### config.mk
export PLATFORM = sky130hd
export DESIGN_NAME = uart_tx_scheduler
export DESIGN_NICKNAME = d
export VERILOG_FILES = /design/src/rtl/uart_tx_scheduler.sv
export SDC_FILE = /design/constraint.sdc
export NUM_CORES = 1
export LEC_CHECK = 0
export CAP_MARGIN = 20
export CORE_MARGIN = 1
export CORE_UTILIZATION = 55
export DETAILED_ROUTE_END_ITERATION = 8
export PLACE_DENSITY = 0.77
export SKIP_LAST_GASP = 1
export SLEW_MARGIN = 5
export SYNTH_ARGS = -nofsm -noshare
export SYNTH_HDL_FRONTEND = slang
export SYNTH_SLANG_ARGS = --single-unit
export TNS_END_PERCENT = 50
### constraint.sdc
create_clock -name clk -period 4.8 [get_ports clk]
set_input_delay 0.72 -clock clk [delete_from_list [all_inputs] [get_ports clk]]
set_output_delay 0.72 -clock clk [all_outputs]
set_load 0.02 [all_outputs]
### src/rtl/uart_tx_scheduler.sv
// Transmit scheduler: CPU writes fill a small byte FIFO, which is drained one byte
// at a time to the UART Sender through a tx_en / tx_status handshake with a watchdog.
module uart_tx_scheduler #(
  parameter int DEPTH_LOG2 = 3,
  parameter int TIMEOUT    = 1048575
) (
  input  logic                  clk,
  input  logic                  reset,
  input  logic                  enable,
  input  logic                  flush,
  input  logic                  wr_en,
  input  logic [7:0]            wr_data,
  output logic                  full,
  output logic                  empty,
  output logic [DEPTH_LOG2:0]   count,
  output logic                  tx_en,
  output logic [7:0]            tx_data,
  input  logic                  tx_status,
  output logic                  tx_done,
  output logic                  tx_err,
  output logic                  ovf
);

  localparam int DEPTH = 1 << DEPTH_LOG2;
  localparam int WD_W  = $clog2(TIMEOUT) + 1;

  localparam logic [DEPTH_LOG2-1:0] PTR_ONE    = DEPTH_LOG2'(1);
  localparam logic [DEPTH_LOG2:0]   CNT_ONE    = (DEPTH_LOG2 + 1)'(1);
  localparam logic [DEPTH_LOG2:0]   CNT_FULL   = (DEPTH_LOG2 + 1)'(DEPTH);
  localparam logic [WD_W-1:0]       WD_ONE     = WD_W'(1);
  localparam logic [WD_W-1:0]       WD_LAST    = WD_W'(TIMEOUT - 1);

  typedef enum logic [1:0] {
    IDLE,
    LAUNCH,
    BUSY
  } state_t;

  // tx_status comes from the bit-clock domain; only the second flop is used
  logic [1:0] sync_reg;
  logic       st_s;

  always_ff @(posedge clk or negedge reset) begin
    if (!reset) begin
      sync_reg <= 2'b00;
    end else begin
      sync_reg <= {sync_reg[0], tx_status};
    end
  end

  assign st_s = sync_reg[1];

  logic [7:0]            mem [DEPTH];
  logic [DEPTH_LOG2-1:0] wr_ptr_reg;
  logic [DEPTH_LOG2-1:0] rd_ptr_reg;
  logic                  push;
  logic                  pop;

  assign full  = (count == CNT_FULL);
  assign empty = (count == '0);
  assign push  = wr_en & ~full & ~flush;

  always_ff @(posedge clk) begin
    if (push) begin
      mem[wr_ptr_reg] <= wr_data;
    end
  end

  // Fullness is judged on the pre-edge count, so a write into a full FIFO is
  // dropped even when a pop happens on the same edge.
  always_ff @(posedge clk or negedge reset) begin
    if (!reset) begin
      wr_ptr_reg <= '0;
      rd_ptr_reg <= '0;
      count      <= '0;
      ovf        <= 1'b0;
    end else if (flush) begin
      wr_ptr_reg <= '0;
      rd_ptr_reg <= '0;
      count      <= '0;
      ovf        <= 1'b0;
    end else begin
      if (push) begin
        wr_ptr_reg <= wr_ptr_reg + PTR_ONE;
      end
      if (pop) begin
        rd_ptr_reg <= rd_ptr_reg + PTR_ONE;
      end
      if (push && !pop) begin
        count <= count + CNT_ONE;
      end else if (pop && !push) begin
        count <= count - CNT_ONE;
      end
      if (wr_en && full) begin
        ovf <= 1'b1;
      end
    end
  end

  state_t          state_reg;
  state_t          state_next;
  logic [WD_W-1:0] wd_reg;
  logic [WD_W-1:0] wd_next;
  logic            tx_en_next;
  logic [7:0]      tx_data_next;
  logic            tx_done_next;
  logic            tx_err_next;

  always_comb begin
    state_next   = state_reg;
    wd_next      = wd_reg;
    tx_en_next   = tx_en;
    tx_data_next = tx_data;
    tx_done_next = 1'b0;
    tx_err_next  = tx_err & ~flush;
    pop          = 1'b0;

    case (state_reg)
      IDLE: begin
        if (enable && !empty && !flush) begin
          tx_data_next = mem[rd_ptr_reg];
          pop          = 1'b1;
          tx_en_next   = 1'b1;
          wd_next      = '0;
          state_next   = LAUNCH;
        end
      end
      LAUNCH: begin
        wd_next = wd_reg + WD_ONE;
        if (st_s) begin
          tx_en_next = 1'b0;
          state_next = BUSY;
        end else if (wd_reg == WD_LAST) begin
          // Sender never acknowledged: the byte is abandoned
          tx_en_next  = 1'b0;
          tx_err_next = 1'b1;
          state_next  = IDLE;
        end else if (flush) begin
          tx_en_next = 1'b0;
          state_next = IDLE;
        end
      end
      BUSY: begin
        tx_en_next = 1'b0;
        if (!st_s) begin
          tx_done_next = 1'b1;
          state_next   = IDLE;
        end
      end
      default: begin
        state_next = IDLE;
        tx_en_next = 1'b0;
      end
    endcase
  end

  always_ff @(posedge clk or negedge reset) begin
    if (!reset) begin
      state_reg <= IDLE;
      wd_reg    <= '0;
      tx_en     <= 1'b0;
      tx_data   <= 8'h00;
      tx_done   <= 1'b0;
      tx_err    <= 1'b0;
    end else begin
      state_reg <= state_next;
      wd_reg    <= wd_next;
      tx_en     <= tx_en_next;
      tx_data   <= tx_data_next;
      tx_done   <= tx_done_next;
      tx_err    <= tx_err_next;
    end
  end

endmodule

==> Word level (Yosys, flattened, before mapping) <==
Memory sizes are Yosys's and may differ from the RTL's. A register that Yosys moved wholly into a read port is not among the register bits.
Index checks and enable logic that the tools add are counted.
{ "totals": {"ff_bits": 39, "ramBits": 64, "inputBits": 14, "output_inout_bits": 18, "word_cells": 80, "n_memories": 1} }
{ "classes": {"n_addsub": 5, "eq_ne": 7, "muxes": 31, "bitwise": 5, "reduce_logical": 21} }
{ "memory_table": {"columns": ["name", "depth", "word_bits", "rd", "rd_ports_with_merged_regs", "write_ports", "line", "source"], "rows": [
  ["mem", 8, 8, 1, 1, 1, "53", "logic [7:0] mem [DEPTH];"]
]} }
{ "op_table": {"columns": ["operator", "count"], "rows": [
  ["21-bit one-hot mux with 2 select lines", 1],
  ["21-bit by 1-bit adder with 21-bit output, second input constant", 1],
  ["21-bit by 20-bit == test with 1-bit output, second input constant", 1],
  ["21-bit 2-to-1 mux", 1],
  ["1-bit 2-to-1 mux", 15],
  ["3-bit 2-to-1 mux", 4],
  ["4-bit 2-to-1 mux", 3],
  ["2-bit 2-to-1 mux", 5],
  ["2-bit nonzero test", 4],
  ["3-bit by 1-bit adder with 3-bit output, second input constant", 2],
  ["2-bit one-hot mux with 3 select lines", 1],
  ["2-bit AND reduction", 3],
  ["1-bit logical AND", 5],
  ["1-bit logical NOT", 5],
  ["4-bit by 1-bit adder with 4-bit output, second input constant", 1],
  ["4-bit == test, second input constant", 1],
  ["4-bit logical NOT", 1],
  ["2-bit inequality test, second input constant", 2],
  ["4-bit inequality test, second input constant", 1],
  ["4-bit by 1-bit subtractor with 4-bit output, second input constant", 1],
  ["1-bit AND", 3],
  ["3-bit AND reduction", 1],
  ["3-bit nonzero test", 1],
  ["2-bit by 1-bit == test with 1-bit output, second input constant", 1],
  ["4 further kinds", 5]
]} }

==> Logic depth before layout (Yosys ltp) <==
{ "depth": {"depth_word": 10, "ltp_mapped": 10} }

==> Worst setup path after synthesis <==
OpenSTA, ideal clock, no wires.
{ "synth_path": {"path_type": "flip-flop to flip-flop", "start": "reg count[1]", "end": "reg count[1]", "arrival_time_ns": 2.647, "required_ns": 4.696, "slack_ns": 2.050, "path_stages_with_launch": 10, "path_buffers": 2, "period_less_slack_ns": 2.750, "cell_sequence": "dfrtp_1 > or4_4 > nand2_1 > buf_2 > buf_2 > nand2_1 > inv_1 > fa_1 > or4_1 > o311ai_1"} }
{ "synth_via": {"elab_chain_cells": 10, "elab_cells_between_ends": 20, "cone_classes": "2 x add/sub; 1 x eq/ne; 5 x mux; 3 x bitwise; 9 x reduce/logical"} }
{ "synth_rtl": {"columns": ["item", "line", "source"], "rows": [
  ["start, declared", "15", "output logic [DEPTH_LOG2:0] count,"],
  ["start signal, assigned", "90", "count <= count + CNT_ONE;"],
  ["start signal, assigned", "92", "count <= count - CNT_ONE;"],
  ["4-bit logical NOT", "60", "assign empty = (count == '0);"],
  ["1-bit logical NOT", "120", "if (enable && !empty && !flush) begin"],
  ["1-bit logical AND (2 in a row)", "120", null],
  ["1-bit 2-to-1 mux", "120", null],
  ["1-bit 2-to-1 mux", "118", "case (state_reg)"],
  ["1-bit logical NOT", "89", "if (push && !pop) begin"],
  ["1-bit logical AND", "89", null],
  ["4-bit 2-to-1 mux", "89", null],
  ["4-bit 2-to-1 mux", "77", "end else if (flush) begin"]
]} }
Several ways; a longest one is shown, not always the timed one. The select of a mux whose other input is x is not followed.
A chain may end at the register's enable or synchronous reset.

==> Worst setup path in the final report <==
{ "layout_path": {"start": "in flush", "end": "reg count[1]"} }
{ "layout_via": {"elab_chain_cells": 8, "elab_cells_between_ends": 13, "cone_classes": "4 x mux; 2 x bitwise; 7 x reduce/logical"} }
{ "layout_rtl": {"columns": ["item", "line", "source"], "rows": [
  ["start, declared", "10", "input logic flush,"],
  ["1-bit logical NOT", "120", null],
  ["1-bit logical AND", "120", null],
  ["1-bit 2-to-1 mux", "120", null],
  ["1-bit 2-to-1 mux", "118", null],
  ["1-bit logical NOT", "89", null],
  ["1-bit logical AND", "89", null],
  ["4-bit 2-to-1 mux", "89", null],
  ["4-bit 2-to-1 mux", "77", null]
]} }
Several ways; a longest one is shown, not always the timed one.

==> reports/metrics.yaml <==
status: "finished clean"
drt-initial-drc-count: 166
syn_inst: 341
cts_setup_buffers: 0
synth.largest_area_cell: "edfxtp_1"
area_growth_pct: 13.90
ys_ff_latch: 111
fin_tns_setup_ps: 0
cts_tree: "built"
synthArstFlopShare_pct: 42.34
critPathRequiredTime_ps: 5080
worstMarginPinSlew_ps: 858.0
port_buffers: 31
synth_top_area_share_pct: 40.43
cts_hold_buffers: 0
drt-total-wl_mm: 8.612
dieArea_um2: 9018
synth-compound-area-share_pct: 6.160
nNetsFinal: 395
cts_root_buffer: "clkbuf_8"
crit_type: "primary input to flip-flop"
clk_pin_slew_worst_paths_ps: 120
wl_per_cell_um: 17.79
finalCriticalPeriod_ps: 2972
diodes: 0
synthXorXnorAreaFrac_pct: 1.290
gr-usage-met2_pct: 34.17
largest_reg_flops: 64
clkLatencyLatePin_ps: 370
syn-cell-area_um2: 4753
met1_usage_pct: 30.71
rows: 33
crit_path_start_kind: "primary input"
htree_levels: 3
fmax_mhz: 336.4
skew_ps: 14.87
core_area_um2: 8299
use_met3_pct: 4.106
drive_gt1_share_pct: 11.08
synthAdderAreaFrac_pct: 2.001
final-setup-viol-count: 0
ioPinCount: 32
rsz0062_at_grt: "false"
cts.sinks: 111
vdd_drop_max_mv: 0.2643
drtPass1Iterations: 4
clockBufferDepth: 2
synth_top_family_by_area: "simple AND/OR/NAND/NOR gates"
vias: 2866
ys_types: 44
crit_fanout: 14
r2r_slack_ps: 2330
die_width_um: 94.97
end_kind: "flip-flop"
p_per_area_nw_per_um2: 473.6
drc: 0
gp_congestion: 0.8151
yosysMostFrequentCell: "edfxtp_1"
hold_viol_final: 0
cts_buffers: 9
hp-class: "primary input to asynchronous set/reset pin"
holdWs_ps: 193.3
synthSimpleGateAreaFrac_pct: 11.92
hpwl_mm: 5.645
maxSlewHeadroom_pct: 42.59
ys_seq_area_share_pct: 65.18
dieHeight_um: 94.97
start_util_pct: 57.27
grt_max_degree: 48
antenna_found_initial: 0
synth_commonest_cells: "64 x edfxtp_1, 47 x dfrtp_1, 32 x nand2_1"
synth_edf_count: 64
busiest_layer: "met2"
grt-ovfl-total: 0
grt_pass1_wl_mm: 14.28
slew_viol_final: 0
crit_arrival_ps: 3250
grt_pass1_vias: 2791
ys.flop_type: "edfxtp_1"
yosys_warnings: 0
synthMuxAreaShare_pct: 10.95
cellLeakagePower_nw: 1.944
ant_nets: 0
cts-resized-gates: 0
grt_use_total_pct: 21.55
synthTopCellsByArea: "edfxtp_1 40%, dfrtp_1 25%, mux4_2 7.6%"
period_share_pct: 61.92
maxCapViolations: 0
synth_area_per_cell_um2: 13.94
vias_per_cell: 5.921
syn_nets: 362
[final timing paths]
check	cells after the start	to	from
setup / recovery	8	count[1]	flush
hold / removal	1	count[1]	reset
setup reg to reg	8	count[3]	count[1]
hold reg to reg	0	sync_reg[1]	sync_reg[0]
max in group asynchronous	2	tx_data[5]	reset
min in group clk	0	sync_reg[1]	sync_reg[0]
[through the flow]
| stage | utilization (%) | area, µm² | setup WS [ps] | power [mW] | instances |
|---|---|---|---|---|---|
| 2_1_floorplan | - | 4753 | 2050 | 1.718 | 341 |
| 3_3_place_gp | 62.01 | 5146 | 1610 | 1.949 | 466 |
| 3_5_place_dp | 62.01 | 5146 | 1457 | 1.975 | 466 |
| 4_1_cts | 64.66 | 5366 | 1862 | 2.556 | 482 |
| 5_1_grt | 65.23 | 5414 | 1722 | 2.707 | 484 |
| 6_report | 65.23 | 5414 | 1828 | 2.564 | 484 |
[power breakdown]
part / internal, mW / leakage, nW / switching (mW)
clock: 0.221 / 0.110 / 0.365
combinational: 0.368 / 0.627 / 0.383
sequential: 1.11 / 1.21 / 0.116
total: 1.70 / 1.94 / 0.864
[critical path, stage by stage]
cell and delay (ps):
clkdlybuf4s50_1 660, nor4b_2 520, nand2_1 140, nand2_1 120, inv_1 60, fa_1 440
or4_1 510, o311ai_1 80
[routing by layer]
layer,vias up,wire [µm]
met3,4,355
met2,75,4205
met1,1439,3992
li1,1348,-
met5,-,0
met4,0,59
[layout make-up]
type                       instances  area [µm²]
clock buffer                       9       123.9
tap                              105       131.4
sequential                       111        3098
clock inverter                     7       96.34
fill                             591        2885
inverter                          14       52.55
multi-input combinational        202        1536
timing repair buffer              36       375.4
[logic make-up after synthesis]
kind of cell,Yosys count
compound gates,48
mux,32
xor+xnor,7
buf+inv,28
flops,111
simple gates,108
fa+ha+maj,7
[cell usage in the layout, fill, tap and decap left out, types with 4 or more instances in the layout]
cell	count
o311ai_0	4
xor2_1	4
nand2_1	32
nand2b_1	6
nand3_1	16
edfxtp_1	64
dfrtp_1	47
ha_1	6
or4_1	4
a21oi_1	11
inv_1	14
mux4_2	16
o21ai_0	20
nor3_1	8
clkdlybuf4s50_1	30
clkbuf_8	9
nor2_1	19
mux2i_1	16
No activity file was read; power rests on OpenSTA's default activity.
